## src/rtl/lane_shift_register_pkg.sv

```systemverilog
// Shared definitions for the note-lane shift register: step modes and
// the saturating increment used by the hit/miss score counters.
package lane_shift_register_pkg;

    typedef enum logic [1:0] {
        MODE_HOLD   = 2'b00,
        MODE_SHIFT  = 2'b01,
        MODE_ROTATE = 2'b10,
        MODE_CLEAR  = 2'b11
    } mode_t;

    // Increments value, sticking at the all-ones value of a width-bit counter (width <= 32).
    function automatic logic [31:0] sat_inc(input logic [31:0] value, input int unsigned width);
        logic [31:0] max;
        max = (width >= 32) ? '1 : ((32'd1 << width) - 32'd1);
        return (value == max) ? value : value + 32'd1;
    endfunction

endpackage

```

## src/rtl/lane_shift_register_register.sv

```systemverilog
// Plain N-bit storage register with asynchronous active-high reset and load enable.
module register_nbit #(
    parameter int unsigned N = 4
) (
    input  logic         C,
    input  logic         R,
    input  logic         L,
    input  logic [N-1:0] D,
    output logic [N-1:0] Q
);

    always_ff @(posedge C or posedge R) begin
        if (R) begin
            Q <= '0;
        end else if (L) begin
            Q <= D;
        end
    end

endmodule

```

## src/rtl/lane_shift_register.sv

```systemverilog
// DEPTH x WIDTH scrolling note-lane register with key-press hit resolution
// against the bottom row and saturating hit/miss counters.
module lane_shift_register
    import lane_shift_register_pkg::*;
#(
    parameter int unsigned WIDTH = 4,
    parameter int unsigned DEPTH = 8,
    parameter int unsigned CNTW  = 8
) (
    input  logic                   C,
    input  logic                   R,
    input  logic                   E,
    input  logic [1:0]             M,
    input  logic [WIDTH-1:0]       I,
    input  logic [WIDTH-1:0]       H,
    output logic [WIDTH-1:0]       O,
    output logic [DEPTH*WIDTH-1:0] T,
    output logic                   HIT,
    output logic                   MISS,
    output logic [CNTW-1:0]        HITCNT,
    output logic [CNTW-1:0]        MISSCNT
);

    logic [WIDTH-1:0] stage      [DEPTH];
    logic [WIDTH-1:0] stage_next [DEPTH];
    logic [DEPTH-1:0] load;
    logic [WIDTH-1:0] bottom;
    logic [WIDTH-1:0] match;
    logic [WIDTH-1:0] residual;
    logic             hit_next;
    logic             miss_next;
    mode_t            mode;

    always_comb begin
        mode     = E ? mode_t'(M) : MODE_HOLD;
        bottom   = stage[DEPTH-1];
        match    = H & bottom;
        residual = bottom & ~H;
        hit_next  = |match;
        miss_next = 1'b0;
        for (int unsigned k = 0; k < DEPTH; k++) begin
            stage_next[k] = stage[k];
            load[k]       = 1'b0;
        end
        // Matched bits leave the bottom row every cycle, whatever the mode.
        stage_next[DEPTH-1] = residual;
        load[DEPTH-1]       = |match;
        case (mode)
            MODE_SHIFT, MODE_ROTATE: begin
                for (int unsigned k = DEPTH - 1; k >= 1; k--) begin
                    stage_next[k] = stage[k-1];
                end
                // Assigned last so DEPTH=1 takes the entry row rather than the residual.
                stage_next[0] = (mode == MODE_SHIFT) ? I : residual;
                load          = '1;
                miss_next     = (mode == MODE_SHIFT) && (|residual);
            end
            MODE_CLEAR: begin
                for (int unsigned k = 0; k < DEPTH; k++) begin
                    stage_next[k] = '0;
                end
                load = '1;
            end
            default: ;
        endcase
    end

    for (genvar k = 0; k < DEPTH; k++) begin : g_stage
        register_nbit #(.N(WIDTH)) u_reg (
            .C(C),
            .R(R),
            .L(load[k]),
            .D(stage_next[k]),
            .Q(stage[k])
        );
        assign T[k*WIDTH +: WIDTH] = stage[k];
    end

    assign O = stage[DEPTH-1];

    always_ff @(posedge C or posedge R) begin
        if (R) begin
            HIT     <= 1'b0;
            MISS    <= 1'b0;
            HITCNT  <= '0;
            MISSCNT <= '0;
        end else begin
            HIT  <= hit_next;
            MISS <= miss_next;
            if (hit_next) begin
                HITCNT <= CNTW'(sat_inc(32'(HITCNT), CNTW));
            end
            if (miss_next) begin
                MISSCNT <= CNTW'(sat_inc(32'(MISSCNT), CNTW));
            end
        end
    end

endmodule

```

## config.mk

```make
export PLATFORM = sky130hd
export DESIGN_NAME = lane_shift_register
export DESIGN_NICKNAME = d
export VERILOG_FILES = /design/src/rtl/lane_shift_register_pkg.sv /design/src/rtl/lane_shift_register_register.sv /design/src/rtl/lane_shift_register.sv
export SDC_FILE = /design/constraint.sdc
export NUM_CORES = 1
export LEC_CHECK = 0
export ABC_AREA = 1
export BUFFER_PORTS_ARGS = -buffer_cell sky130_fd_sc_hd__buf_2
export CELL_PAD_IN_SITES_DETAIL_PLACEMENT = 2
export CELL_PAD_IN_SITES_GLOBAL_PLACEMENT = 2
export CORE_MARGIN = 8
export CORE_UTILIZATION = 29
export DETAILED_ROUTE_END_ITERATION = 10
export GPL_TIMING_DRIVEN = 0
export PLACE_DENSITY_LB_ADDON = 0.1
export REMOVE_ABC_BUFFERS = 1
export SYNTH_ARGS = -nofsm -noshare
export SYNTH_HDL_FRONTEND = slang
export SYNTH_HIERARCHICAL = 1
export SYNTH_SLANG_ARGS = --single-unit
```

## constraint.sdc

```tcl
create_clock -name C -period 1.76 [get_ports C]
set_clock_uncertainty 0.05 [all_clocks]
set_input_delay 0.176 -clock C [delete_from_list [all_inputs] [get_ports C]]
set_output_delay 0.176 -clock C [all_outputs]
set_load 0.03 [all_outputs]
```

==> metrics.md <==
| Metric | Value |
|---|---|
| Drt wl/cell | `~15 um` |
| Unique cell type count in the Yosys netlist | `27` |
| Placer congestion estimate | `approximately 0.73` |
| Most common cell after layout, fill and taps aside | `nand2_1` |
| Mapped Area | `between 0.002 and 0.003 mm^2` |
| Die width | `about 110 um` |
| Slowest-stage cell, CP | `dfrtp_1` |
| Met2 WL post-DR | `about 4600 um` |
| Sink Count | `50` |
| # port buffers | `66` |
| Worst Path Max Fanout | `8` |
| I/O Pins | `67` |
| Worst vdd ir | `around 240 uV` |
| Most used cell, CP | `nand2_1` |
| Met1 WL | `roughly 4000 um` |
| Post-CTS setup buffers | `0` |
| Routed Antenna Nets | `0` |
| Met3 WL | `roughly 330 um` |
| Yosys Warn Count | `6` |
| Crit-path cells | `ha_1 > nand3_1 > inv_1 > nand2_2 > nand3_2 > nand2_1 > nand2_1` |
| P&R area growth vs syn | `19.3%` |
| Post-DP HPWL | `between 6000 and 7000 um` |
| Initial antenna violation count | `0` |
| Pwr Density | `between 700 and 800 mW/mm^2` |
| Vias | `about 2800` |
| Total CTS buffers | `5` |
| GR Util All Layers | `0.141` |
| Final period util | `0.901` |
| Commonest cells after routing, fill and taps aside | `175 x nand2_1, 66 x buf_2, 58 x inv_1, 50 x dfrtp_1, 28 x o22ai_1` |
| Critical path class | `flip-flop to flip-flop` |
| Fmax achieved | `between 600 and 700 MHz` |
| Setup TNS | `0 ps` |
| Starting Density | `0.293` |
| CP startpoint kind | `flip-flop` |
| Cells after Synth | `400` |
| Maximum root-to-sink buffer count | `2` |
| Synthesized area per cell | `approximately 7.1 um^2` |
| Vias in the first global route | `3088` |
| Die area | `roughly 0.013 mm^2` |
| Tmin final | `roughly 1600 ps` |
| Final setup viols | `0` |
| Final hold viol count | `0` |
| Pleak | `~0.0019 uW` |
| Worst slew pin tran | `798 ps` |
| CP arrival | `roughly 1700 ps` |
| Async set or reset register ratio after synthesis | `1.00` |
| TritonRoute pass-1 iters | `4` |
| Row cnt | `36` |
| Unrepaired setup endpoints after global routing | `no` |
| Via/cell ratio | `4.64` |
| Rel. slew slack | `0.467` |
| # H-tree levels | `2` |
| Worst Path Buf+Inv | `1` |
| Fin. max-slew vios | `0` |
| Worst-Skew Late Latency | `approximately 310 ps` |
| Req. time, crit path | `~1900 ps` |
| Post-synth EDFFs | `0` |
| Global-route wire length before repair | `around 15000 um` |
| Final instance area | `0.00337 mm^2` |
| Yosys reg bits | `50` |
| CP delay by family, top | `simple AND/OR/NAND/NOR gates` |
| # diodes | `0` |
| Register area share after synthesis | `0.442` |
| Highest routing layer actually used | `met4` |
| Crit. End Element | `flip-flop` |
| Root Buffer | `clkbuf_8` |
| Main synth FF type | `dfrtp_1` |
| Clock transition at the registers of the reported paths | `roughly 100 ps` |
| Status | `finished clean` |
| Drt first-iter violations | `between 70 and 80` |
| Total gr overflow | `0` |
| Util after Layout | `0.350` |
| CTS tree | `built` |
| Max-Cap Viols | `0` |
| DRC Markers | `0` |
| Die H | `approximately 110 um` |
| Min-delay worst type | `input pin to flip-flop` |
| Core region area | `just under 0.01 mm^2` |
| Slowest cell delay on critical path | `460 ps` |
| Fin nets | `481` |
| Drt total wl | `~9000 um` |
| Layout cells sized above 1 | `0.203` |
| Post-DP Area | `around 0.0033 mm^2` |
| Largest net degree at the start of global routing | `36` |
[synth_stat cells, types with 4 or more instances]
cell type  count  area (um^2)
a21oi_1        4         20.0
nor2_1         6         22.5
nand4_1        8         50.1
dfrtp_1       50         1250
o21ai_1        4         20.0
ha_1           5         62.6
inv_2         12         45.0
o22ai_1       28          175
o21ai_0        6         30.0
nand3_1       13         65.1
inv_1         59          221
buf_4          4         30.0
nand2_1      176          661
[what timing repair did]
action                                  CTS  global route
resized for setup                         3             2
endpoints found under the setup margin   32            28
endpoints found under the hold margin    32             0
hold buffers                              1             0
cloned                                    0             0
[cells by family after synthesis]
family / count (synthesis) / share of synthesized area
compound gates: 45 / 0.0977
xor+xnor: 4 / 0.0124
fa+ha+maj: 5 / 0.0221
buf+inv: 84 / 0.118
flops: 50 / 0.442
simple gates: 212 / 0.307
[per-layer routing]
layer,vias to the layer above,track usage
li1,1357,-
met5,-,0
met4,0,0.0289
met2,41,0.258
met1,1364,0.166
met3,6,0.0268
[state kept, by name (all words and copies together) (netlist names)]
name,flops
g_stage.u_reg/Q,32
HITCNT,8
MISSCNT,8
MISS,1
HIT,1
[where the power goes]
part           switching [uW]  internal (uW)  leakage (uW)
Combinational             388            144       0.00121
Clock                     388            276     0.0000383
Sequential               74.6           1220      0.000692
[per-stage QoR]
step	setup WS, ps	hold slack, ps	power (uW)	cells
after floorplan	-143	-108	1660	389
after global placement	-1030	147	1830	588
after detailed placement	-1150	149	1850	588
after CTS	23.9	149	2550	596
after global routing	24.2	195	2620	596
final	174	166	2490	596
[final cells by class]
type                    count  area, um^2
fillers                  1222        6260
multi-input cells         266        1260
flip-flops and latches     50        1250
repair buffers             67         340
inverters                  73         280
well taps                 133         166
clock buffers               7        76.3
[worst reg2reg max path, cell delays in order (launching register included)]
cell and delay, ps:
dfrtp_1 460, ha_1 290, nand3_1 120, inv_1 60, nand2_2 160, nand3_2 190, nand2_1 110, nand2_1 50
[path summary, 6_finish.rpt]
| kind | start | to | slack [ps] | depth (start not counted) |
|---|---|---|---|---|
| setup / recovery | MISSCNT[0]$_DFFE_PP0P_ | MISSCNT[3]$_DFFE_PP0P_ | 170 | 7 |
| hold / removal | I[3] | g_stage[0].u_reg/Q[3]$_DFFE_PP0P_ | 170 | 5 |
| setup reg to reg | MISSCNT[0]$_DFFE_PP0P_ | MISSCNT[3]$_DFFE_PP0P_ | 170 | 7 |
| hold reg to reg | g_stage[2].u_reg/Q[1]$_DFFE_PP0P_ | g_stage[2].u_reg/Q[1]$_DFFE_PP0P_ | 450 | 2 |
| max in group asynchronous | R | HITCNT[4]$_DFFE_PP0P_ | 520 | 3 |
| min in group asynchronous | R | g_stage[0].u_reg/Q[3]$_DFFE_PP0P_ | 360 | 3 |
(Power assumes the default switching activity.)
